File: src/rtl/pipeline_controller_if.sv
// Control bundle between the LC-3b pipeline datapath and its controller.
// master: controller side (drives loads/flushes/requests/counters); slave: datapath side.
interface pipeline_controller_if;
    typedef logic [2:0] lc3b_reg;

    logic        imem_resp;
    logic        mem_access;
    logic        mem_indirect;
    logic        dmem_resp;
    logic        br_taken;
    logic        ex_load_inst;
    logic        ex_regfile_write;
    lc3b_reg     ex_dest;
    logic        id_uses_sr1;
    logic        id_uses_sr2;
    lc3b_reg     id_sr1;
    lc3b_reg     id_sr2;
    logic        perf_clear;

    logic        imem_req;
    logic        dmem_req;
    logic        load_ir;
    logic        load_mdr;
    logic        load_pc;
    logic        pc_sel;
    logic        load_if_id;
    logic        load_id_ex;
    logic        load_ex_mem;
    logic        load_mem_wb;
    logic        flush_if_id;
    logic        flush_id_ex;
    logic        flush_ex_mem;
    logic        indirect_sel;
    logic [15:0] stall_count;
    logic [15:0] bubble_count;
    logic [15:0] flush_count;

    modport master (
        input  imem_resp, mem_access, mem_indirect, dmem_resp, br_taken,
               ex_load_inst, ex_regfile_write, ex_dest,
               id_uses_sr1, id_uses_sr2, id_sr1, id_sr2, perf_clear,
        output imem_req, dmem_req, load_ir, load_mdr, load_pc, pc_sel,
               load_if_id, load_id_ex, load_ex_mem, load_mem_wb,
               flush_if_id, flush_id_ex, flush_ex_mem, indirect_sel,
               stall_count, bubble_count, flush_count
    );

    modport slave (
        output imem_resp, mem_access, mem_indirect, dmem_resp, br_taken,
               ex_load_inst, ex_regfile_write, ex_dest,
               id_uses_sr1, id_uses_sr2, id_sr1, id_sr2, perf_clear,
        input  imem_req, dmem_req, load_ir, load_mdr, load_pc, pc_sel,
               load_if_id, load_id_ex, load_ex_mem, load_mem_wb,
               flush_if_id, flush_id_ex, flush_ex_mem, indirect_sel,
               stall_count, bubble_count, flush_count
    );
endinterface

File: src/rtl/pipeline_controller.sv
// LC-3b five-stage pipeline controller: stage loads/flushes, LDI/STI sequencing,
// early-response latching, saturating perf counters. Ports: clk, reset_n, bus (master).
module pipeline_controller (
    input  logic                  clk,
    input  logic                  reset_n,
    pipeline_controller_if.master bus
);
    typedef enum logic {RUN = 1'b0, IND2 = 1'b1} state_e;

    state_e      state_q, state_d;
    logic        imem_done_q, imem_done_d;
    logic        dmem_done_q, dmem_done_d;
    logic [15:0] stall_q, bubble_q, flush_q;

    logic imem_ok, dmem_ok, phase1, advance, lu_hazard;
    logic bubble_ev, flush_ev;

    assign imem_ok = imem_done_q | bus.imem_resp;
    assign dmem_ok = !bus.mem_access | dmem_done_q | bus.dmem_resp;
    // First half of LDI/STI: pointer word arrived, freeze and reissue
    assign phase1 = (state_q == RUN) & bus.mem_indirect & bus.mem_access
                  & (dmem_done_q | bus.dmem_resp);
    assign advance = imem_ok & dmem_ok & !phase1;
    assign lu_hazard = bus.ex_load_inst & bus.ex_regfile_write
        & ((bus.id_uses_sr1 & (bus.ex_dest == bus.id_sr1))
         | (bus.id_uses_sr2 & (bus.ex_dest == bus.id_sr2)));

    assign bubble_ev = advance & !bus.br_taken & lu_hazard;
    assign flush_ev  = advance & bus.br_taken;

    always_comb begin
        state_d          = state_q;
        imem_done_d      = imem_done_q;
        dmem_done_d      = dmem_done_q;
        bus.imem_req     = 1'b0;
        bus.dmem_req     = 1'b0;
        bus.load_ir      = 1'b0;
        bus.load_mdr     = 1'b0;
        bus.load_pc      = 1'b0;
        bus.pc_sel       = 1'b0;
        bus.load_if_id   = 1'b0;
        bus.load_id_ex   = 1'b0;
        bus.load_ex_mem  = 1'b0;
        bus.load_mem_wb  = 1'b0;
        bus.flush_if_id  = 1'b0;
        bus.flush_id_ex  = 1'b0;
        bus.flush_ex_mem = 1'b0;
        bus.indirect_sel = 1'b0;
        // Outputs are forced quiet while reset is held
        if (reset_n) begin
            bus.imem_req     = !imem_done_q;
            bus.dmem_req     = bus.mem_access & !dmem_done_q;
            bus.load_ir      = bus.imem_resp & !imem_done_q;
            bus.load_mdr     = bus.dmem_resp & bus.mem_access & !dmem_done_q;
            bus.indirect_sel = (state_q == IND2);
            if (!advance) begin
                if (bus.imem_resp) imem_done_d = 1'b1;
                if (bus.load_mdr)  dmem_done_d = 1'b1;
                if (phase1) begin
                    state_d     = IND2;
                    dmem_done_d = 1'b0;
                end
            end else begin
                bus.load_id_ex  = 1'b1;
                bus.load_ex_mem = 1'b1;
                bus.load_mem_wb = 1'b1;
                if (bus.br_taken) begin
                    bus.load_pc      = 1'b1;
                    bus.pc_sel       = 1'b1;
                    bus.load_if_id   = 1'b1;
                    bus.flush_if_id  = 1'b1;
                    bus.flush_id_ex  = 1'b1;
                    bus.flush_ex_mem = 1'b1;
                end else if (lu_hazard) begin
                    bus.flush_id_ex = 1'b1;
                end else begin
                    bus.load_pc    = 1'b1;
                    bus.load_if_id = 1'b1;
                end
                dmem_done_d = 1'b0;
                // Held IR (bubble) keeps its fetch marked done
                imem_done_d = bus.load_pc ? 1'b0 : imem_ok;
                state_d     = RUN;
            end
        end
    end

    always_ff @(posedge clk or negedge reset_n) begin
        if (!reset_n) begin
            state_q     <= RUN;
            imem_done_q <= 1'b0;
            dmem_done_q <= 1'b0;
        end else begin
            state_q     <= state_d;
            imem_done_q <= imem_done_d;
            dmem_done_q <= dmem_done_d;
        end
    end

    always_ff @(posedge clk or negedge reset_n) begin
        if (!reset_n) begin
            stall_q  <= 16'h0000;
            bubble_q <= 16'h0000;
            flush_q  <= 16'h0000;
        end else if (bus.perf_clear) begin
            stall_q  <= 16'h0000;
            bubble_q <= 16'h0000;
            flush_q  <= 16'h0000;
        end else begin
            if (!advance && stall_q != 16'hFFFF)  stall_q  <= stall_q + 16'd1;
            if (bubble_ev && bubble_q != 16'hFFFF) bubble_q <= bubble_q + 16'd1;
            if (flush_ev && flush_q != 16'hFFFF)   flush_q  <= flush_q + 16'd1;
        end
    end

    assign bus.stall_count  = stall_q;
    assign bus.bubble_count = bubble_q;
    assign bus.flush_count  = flush_q;
endmodule

File: src/flat_wrapper.sv
// flat-port wrapper written by rule: the top's interface ports become plain ports
module pipeline_controller_flat 
  (clk, reset_n, bus_imem_resp, bus_mem_access, bus_mem_indirect, bus_dmem_resp, bus_br_taken, bus_ex_load_inst, bus_ex_regfile_write, bus_ex_dest, bus_id_uses_sr1, bus_id_uses_sr2, bus_id_sr1, bus_id_sr2, bus_perf_clear, bus_imem_req, bus_dmem_req, bus_load_ir, bus_load_mdr, bus_load_pc, bus_pc_sel, bus_load_if_id, bus_load_id_ex, bus_load_ex_mem, bus_load_mem_wb, bus_flush_if_id, bus_flush_id_ex, bus_flush_ex_mem, bus_indirect_sel, bus_stall_count, bus_bubble_count, bus_flush_count);
  pipeline_controller_if bus_i ();
  input  logic clk;
  input  logic reset_n;
  input wire logic [$bits(bus_i.imem_resp)-1:0] bus_imem_resp;
  input wire logic [$bits(bus_i.mem_access)-1:0] bus_mem_access;
  input wire logic [$bits(bus_i.mem_indirect)-1:0] bus_mem_indirect;
  input wire logic [$bits(bus_i.dmem_resp)-1:0] bus_dmem_resp;
  input wire logic [$bits(bus_i.br_taken)-1:0] bus_br_taken;
  input wire logic [$bits(bus_i.ex_load_inst)-1:0] bus_ex_load_inst;
  input wire logic [$bits(bus_i.ex_regfile_write)-1:0] bus_ex_regfile_write;
  input wire logic [$bits(bus_i.ex_dest)-1:0] bus_ex_dest;
  input wire logic [$bits(bus_i.id_uses_sr1)-1:0] bus_id_uses_sr1;
  input wire logic [$bits(bus_i.id_uses_sr2)-1:0] bus_id_uses_sr2;
  input wire logic [$bits(bus_i.id_sr1)-1:0] bus_id_sr1;
  input wire logic [$bits(bus_i.id_sr2)-1:0] bus_id_sr2;
  input wire logic [$bits(bus_i.perf_clear)-1:0] bus_perf_clear;
  output wire logic [$bits(bus_i.imem_req)-1:0] bus_imem_req;
  output wire logic [$bits(bus_i.dmem_req)-1:0] bus_dmem_req;
  output wire logic [$bits(bus_i.load_ir)-1:0] bus_load_ir;
  output wire logic [$bits(bus_i.load_mdr)-1:0] bus_load_mdr;
  output wire logic [$bits(bus_i.load_pc)-1:0] bus_load_pc;
  output wire logic [$bits(bus_i.pc_sel)-1:0] bus_pc_sel;
  output wire logic [$bits(bus_i.load_if_id)-1:0] bus_load_if_id;
  output wire logic [$bits(bus_i.load_id_ex)-1:0] bus_load_id_ex;
  output wire logic [$bits(bus_i.load_ex_mem)-1:0] bus_load_ex_mem;
  output wire logic [$bits(bus_i.load_mem_wb)-1:0] bus_load_mem_wb;
  output wire logic [$bits(bus_i.flush_if_id)-1:0] bus_flush_if_id;
  output wire logic [$bits(bus_i.flush_id_ex)-1:0] bus_flush_id_ex;
  output wire logic [$bits(bus_i.flush_ex_mem)-1:0] bus_flush_ex_mem;
  output wire logic [$bits(bus_i.indirect_sel)-1:0] bus_indirect_sel;
  output wire logic [$bits(bus_i.stall_count)-1:0] bus_stall_count;
  output wire logic [$bits(bus_i.bubble_count)-1:0] bus_bubble_count;
  output wire logic [$bits(bus_i.flush_count)-1:0] bus_flush_count;
  assign bus_i.imem_resp = bus_imem_resp;
  assign bus_i.mem_access = bus_mem_access;
  assign bus_i.mem_indirect = bus_mem_indirect;
  assign bus_i.dmem_resp = bus_dmem_resp;
  assign bus_i.br_taken = bus_br_taken;
  assign bus_i.ex_load_inst = bus_ex_load_inst;
  assign bus_i.ex_regfile_write = bus_ex_regfile_write;
  assign bus_i.ex_dest = bus_ex_dest;
  assign bus_i.id_uses_sr1 = bus_id_uses_sr1;
  assign bus_i.id_uses_sr2 = bus_id_uses_sr2;
  assign bus_i.id_sr1 = bus_id_sr1;
  assign bus_i.id_sr2 = bus_id_sr2;
  assign bus_i.perf_clear = bus_perf_clear;
  assign bus_imem_req = bus_i.imem_req;
  assign bus_dmem_req = bus_i.dmem_req;
  assign bus_load_ir = bus_i.load_ir;
  assign bus_load_mdr = bus_i.load_mdr;
  assign bus_load_pc = bus_i.load_pc;
  assign bus_pc_sel = bus_i.pc_sel;
  assign bus_load_if_id = bus_i.load_if_id;
  assign bus_load_id_ex = bus_i.load_id_ex;
  assign bus_load_ex_mem = bus_i.load_ex_mem;
  assign bus_load_mem_wb = bus_i.load_mem_wb;
  assign bus_flush_if_id = bus_i.flush_if_id;
  assign bus_flush_id_ex = bus_i.flush_id_ex;
  assign bus_flush_ex_mem = bus_i.flush_ex_mem;
  assign bus_indirect_sel = bus_i.indirect_sel;
  assign bus_stall_count = bus_i.stall_count;
  assign bus_bubble_count = bus_i.bubble_count;
  assign bus_flush_count = bus_i.flush_count;
  pipeline_controller u_core (.clk(clk), .reset_n(reset_n), .bus(bus_i));
endmodule
File: config.mk
export PLATFORM = sky130hd
export DESIGN_NAME = pipeline_controller_flat
export DESIGN_NICKNAME = d
export VERILOG_FILES = /design/src/rtl/pipeline_controller_if.sv /design/src/rtl/pipeline_controller.sv /design/src/flat_wrapper.sv
export SDC_FILE = /design/constraint.sdc
export NUM_CORES = 1
export LEC_CHECK = 0
export CORE_UTILIZATION = 49
export CTS_CLUSTER_SIZE = 8
export DETAILED_ROUTE_END_ITERATION = 10
export GPL_TIMING_DRIVEN = 0
export PLACE_DENSITY_LB_ADDON = 0.12
export SYNTH_ARGS = -nofsm -noshare
export SYNTH_HDL_FRONTEND = slang
export SYNTH_SLANG_ARGS = --single-unit
File: constraint.sdc
create_clock -name clk -period 2.5 [get_ports clk]
set_clock_uncertainty 0.05 [all_clocks]
set_input_delay 0.25 -clock clk [delete_from_list [all_inputs] [get_ports clk]]
set_output_delay 0.25 -clock clk [all_outputs]
set_load 0.05 [all_outputs]
==> flow_metrics.env <==
export IMPL_max_freq_ghz=0.4149
export IMPL_power_density_nw_per_um2=448.8
export IMPL_viasPerCell=5.936
export IMPL_cp_cell_sequence="clkdlybuf4s50_1, or3b_2, o211ai_1, clkbuf_8, nor2_2, and2_1, buf_4, buf_4"
export IMPL_grt_overflow=0
export IMPL_crit_required_ns=2.20
export IMPL_r2r_cells=6
export IMPL_timing_final_max_slew_violations=0
export IMPL_synth_seq_cells=51
export IMPL_synth_edf_count=0
export IMPL_ys_warn_count=0
export IMPL_die_area_um2=6526
export IMPL_worstPathArrival_ns=2.11
export IMPL_drive_gt1_frac=0.1148
export IMPL_globalplace_congestion=0.8215
export IMPL_path_delay_family="buffers and inverters"
export IMPL_grt_pass1_vias=2806
export IMPL_portBuffers=81
export IMPL_post_route_period_util=0.9641
export IMPL_track_usage=0.2583
export IMPL_cts_buffers=5
export IMPL_hpwl_um=5589
export IMPL_clkLatencyLatePin_ns=0.30
export IMPL_grt_pass1_wl_um=13120
export IMPL_drt_iter0_drc=178
export IMPL_clkPwrFrac=0.297
export IMPL_r2r_slack_ns=0.20
export IMPL_placedCellCount=490
export IMPL_crit_path_top_delay_cell="or3b_2"
export IMPL_critPathBufInv=4
export IMPL_final_cell_mix="clkdlybuf4s50_1 (70), dfrtp_1 (51), nor2_1 (40)"
export IMPL_syn_area_um2=3042
export IMPL_max_clock_path_buffers=2
export IMPL_io_pins=83
export IMPL_power_frac_comb=0.236
export IMPL_synth_sequential_area_ratio=0.4196
export IMPL_worstMarginPinSlew_ns=0.7095
export IMPL_drt_total_wl_um=7924
export IMPL_grt_start_max_net_pins=40
export IMPL_synth_flop_cell="dfrtp_1"
export IMPL_cpPeakStageDelay_ns=0.52
export IMPL_cp_startpoint="bus_dmem_resp"
export IMPL_ir_drop_uv=387.8
export IMPL_root_buffer="clkbuf_8"
export IMPL_h_tree_depth=2
export IMPL_min_path_type="in2async"
export IMPL_cap_violations=0
export IMPL_p_leak_uw=0.001609
export IMPL_die_y_um=80.79
export IMPL_antenna_left=0
export IMPL_async_reset_ff_frac=1.000
export IMPL_finalHoldViolCount=0
export IMPL_nets=451
export IMPL_n_antenna_cell=0
export IMPL_ys_types=47
export IMPL_vias=2980
export IMPL_hold_ws_ns=0.02576
export IMPL_reg2reg_to="u_core.bus.stall_count[15]$_DFFE_PN0P_"
export IMPL_fin_total_pwr_uw=1872
export IMPL_syn2layout_area_growth_pct=37.10
export IMPL_clock_sinks=51
export IMPL_grt_antenna_before_repair=0
export IMPL_worstPathMaxFanout=5
export IMPL_crit_type="in2out"
export IMPL_final_setup_tns_ns=0
export IMPL_p_sw_uw=572.8
export IMPL_slew_headroom=0.5249
export IMPL_layout_commonest_cell="clkdlybuf4s50_1"
export IMPL_final_core_util=0.7002
export IMPL_rsz0062_at_grt="false"
export IMPL_cts_tree="done"
export IMPL_synth_avg_cell_area_um2=9.134
export IMPL_fin_crit_ns=2.410
export IMPL_num_rows=28
export IMPL_outcome="finished clean"
export IMPL_core_area_um2=5956
export IMPL_die_x_um=80.79
export IMPL_power_frac_seq=0.468
export IMPL_synthesis_nets=357
export IMPL_routedWlPerCell_um=15.78
export IMPL_first_pass_iters=4
export IMPL_p_sw_frac=0.3060
export IMPL_cp_start_kind="input pin"
export IMPL_cpMostUsedCell="buf_4"
export IMPL_clk_pin_slew_ns=0.09
export IMPL_critPathCaptureType="output port"
export IMPL_start_util=0.5107
export IMPL_instances_no_fill=502
export IMPL_setup_violations=0
export IMPL_internal_power_uw=1299
export IMPL_drc=0
export IMPL_synthCells=333
export IMPL_r2r_start="u_core.dmem_done_q$_DFFE_PN0P_"
[Yosys cell counts (all sizes together) (7+ instances only)]
master / n / area (um^2)
or3: 7 / 43.79
clkbuf: 12 / 45.04
o21ai: 7 / 35.03
nand3: 20 / 100.1
inv: 9 / 33.78
dfrtp: 51 / 1276
o31ai: 8 / 60.06
or4: 7 / 52.55
nand2: 11 / 41.29
xor2: 9 / 78.83
nor2: 41 / 153.9
and3: 8 / 50.05
nand4: 11 / 68.82
buf: 9 / 66.31
xnor2: 23 / 201.4
nor4: 12 / 75.07
a21oi: 17 / 85.08
[worst max path at each step]
stage	endpoint	depth (start not counted)
floorplan	bus_load_pc	6
finish	bus_load_pc	8
global route	bus_load_pc	7
CTS	bus_load_pc	8
detailed placement	bus_load_pc	8
global placement	bus_load_pc	6
[kinds of logic after synthesis]
kind of cell             count (synthesis)  share of synthesized area
AND/OR/NAND/NOR                        152                     0.2736
AO/OA/AOI/OAI                           57                     0.1259
flip-flops                              51                     0.4196
XOR/XNOR                                32                    0.09214
buffers and inverters                   30                    0.04771
multiplexers                             8                    0.02879
adder cells (fa/ha/maj)                  3                    0.01234
[metrics by stage]
step / cell area [um^2] / setup WS (ns)
5_1_grt: 4170 / 0.008671
6_report: 4170 / 0.08978
3_3_place_gp: 3954 / -2.160
3_5_place_dp: 3969 / -1.110
2_1_floorplan: 3049 / -0.2088
4_1_cts: 4144 / -0.01889
[layout make-up]
| class | instances | area, um^2 |
|---|---|---|
| timing repair buffer | 87 | 879.6 |
| clock buffer | 6 | 72.57 |
| tap | 75 | 93.84 |
| inverter | 9 | 33.78 |
| multi-input combinational | 252 | 1659 |
| fill | 506 | 1785 |
| sequential | 51 | 1276 |
| clock inverter | 1 | 30.03 |
| buffer | 21 | 125.1 |
[worst reg2reg max path, stage by stage, from the launching register on]
cell and delay (ns):
dfrtp_1 0.44, or3b_2 0.49, o211ai_1 0.16, buf_4 0.18
o21ai_1 0.15, nor4_1 0.36, mux2_2 0.37
[repair_timing]
item / in CTS / in global routing
pin swaps: 1 / 1
endpoints found under the setup margin: 9 / 17
setup buffers: 2 / 1
endpoints found under the hold margin: 12 / 0
resized for setup: 36 / 5
hold buffers: 2 / 0
[flip-flops by register name, indices dropped and copies added, names as in the netlist]
signal / flops
u_core.bus.stall_count: 16
u_core.imem_done_q: 1
u_core.dmem_done_q: 1
u_core.bus.flush_count: 16
u_core.state_q: 1
u_core.bus.bubble_count: 16
[power by group through the flow]
stage | Sequential [uW] | Combinational (uW) | Clock, uW
2_1_floorplan | 923 | 224 | 0
3_3_place_gp | 889 | 414 | 0
3_5_place_dp | 889 | 424 | 0
4_1_cts | 874 | 436 | 573
5_1_grt | 880 | 472 | 607
6_report | 875 | 441 | 555
[layer usage]
metal  share of wire  global-route usage  vias to the layer above  wire length [um]
li1                -                   -                     1412                 -
met1            0.44              0.3424                     1429              3496
met2            0.47              0.4178                      128              3722
met3           0.075             0.04944                       11               591
met4           0.014              0.1000                        0               114
met5               0                   0                        -                 0
No activity file was read; power rests on OpenSTA's default activity.
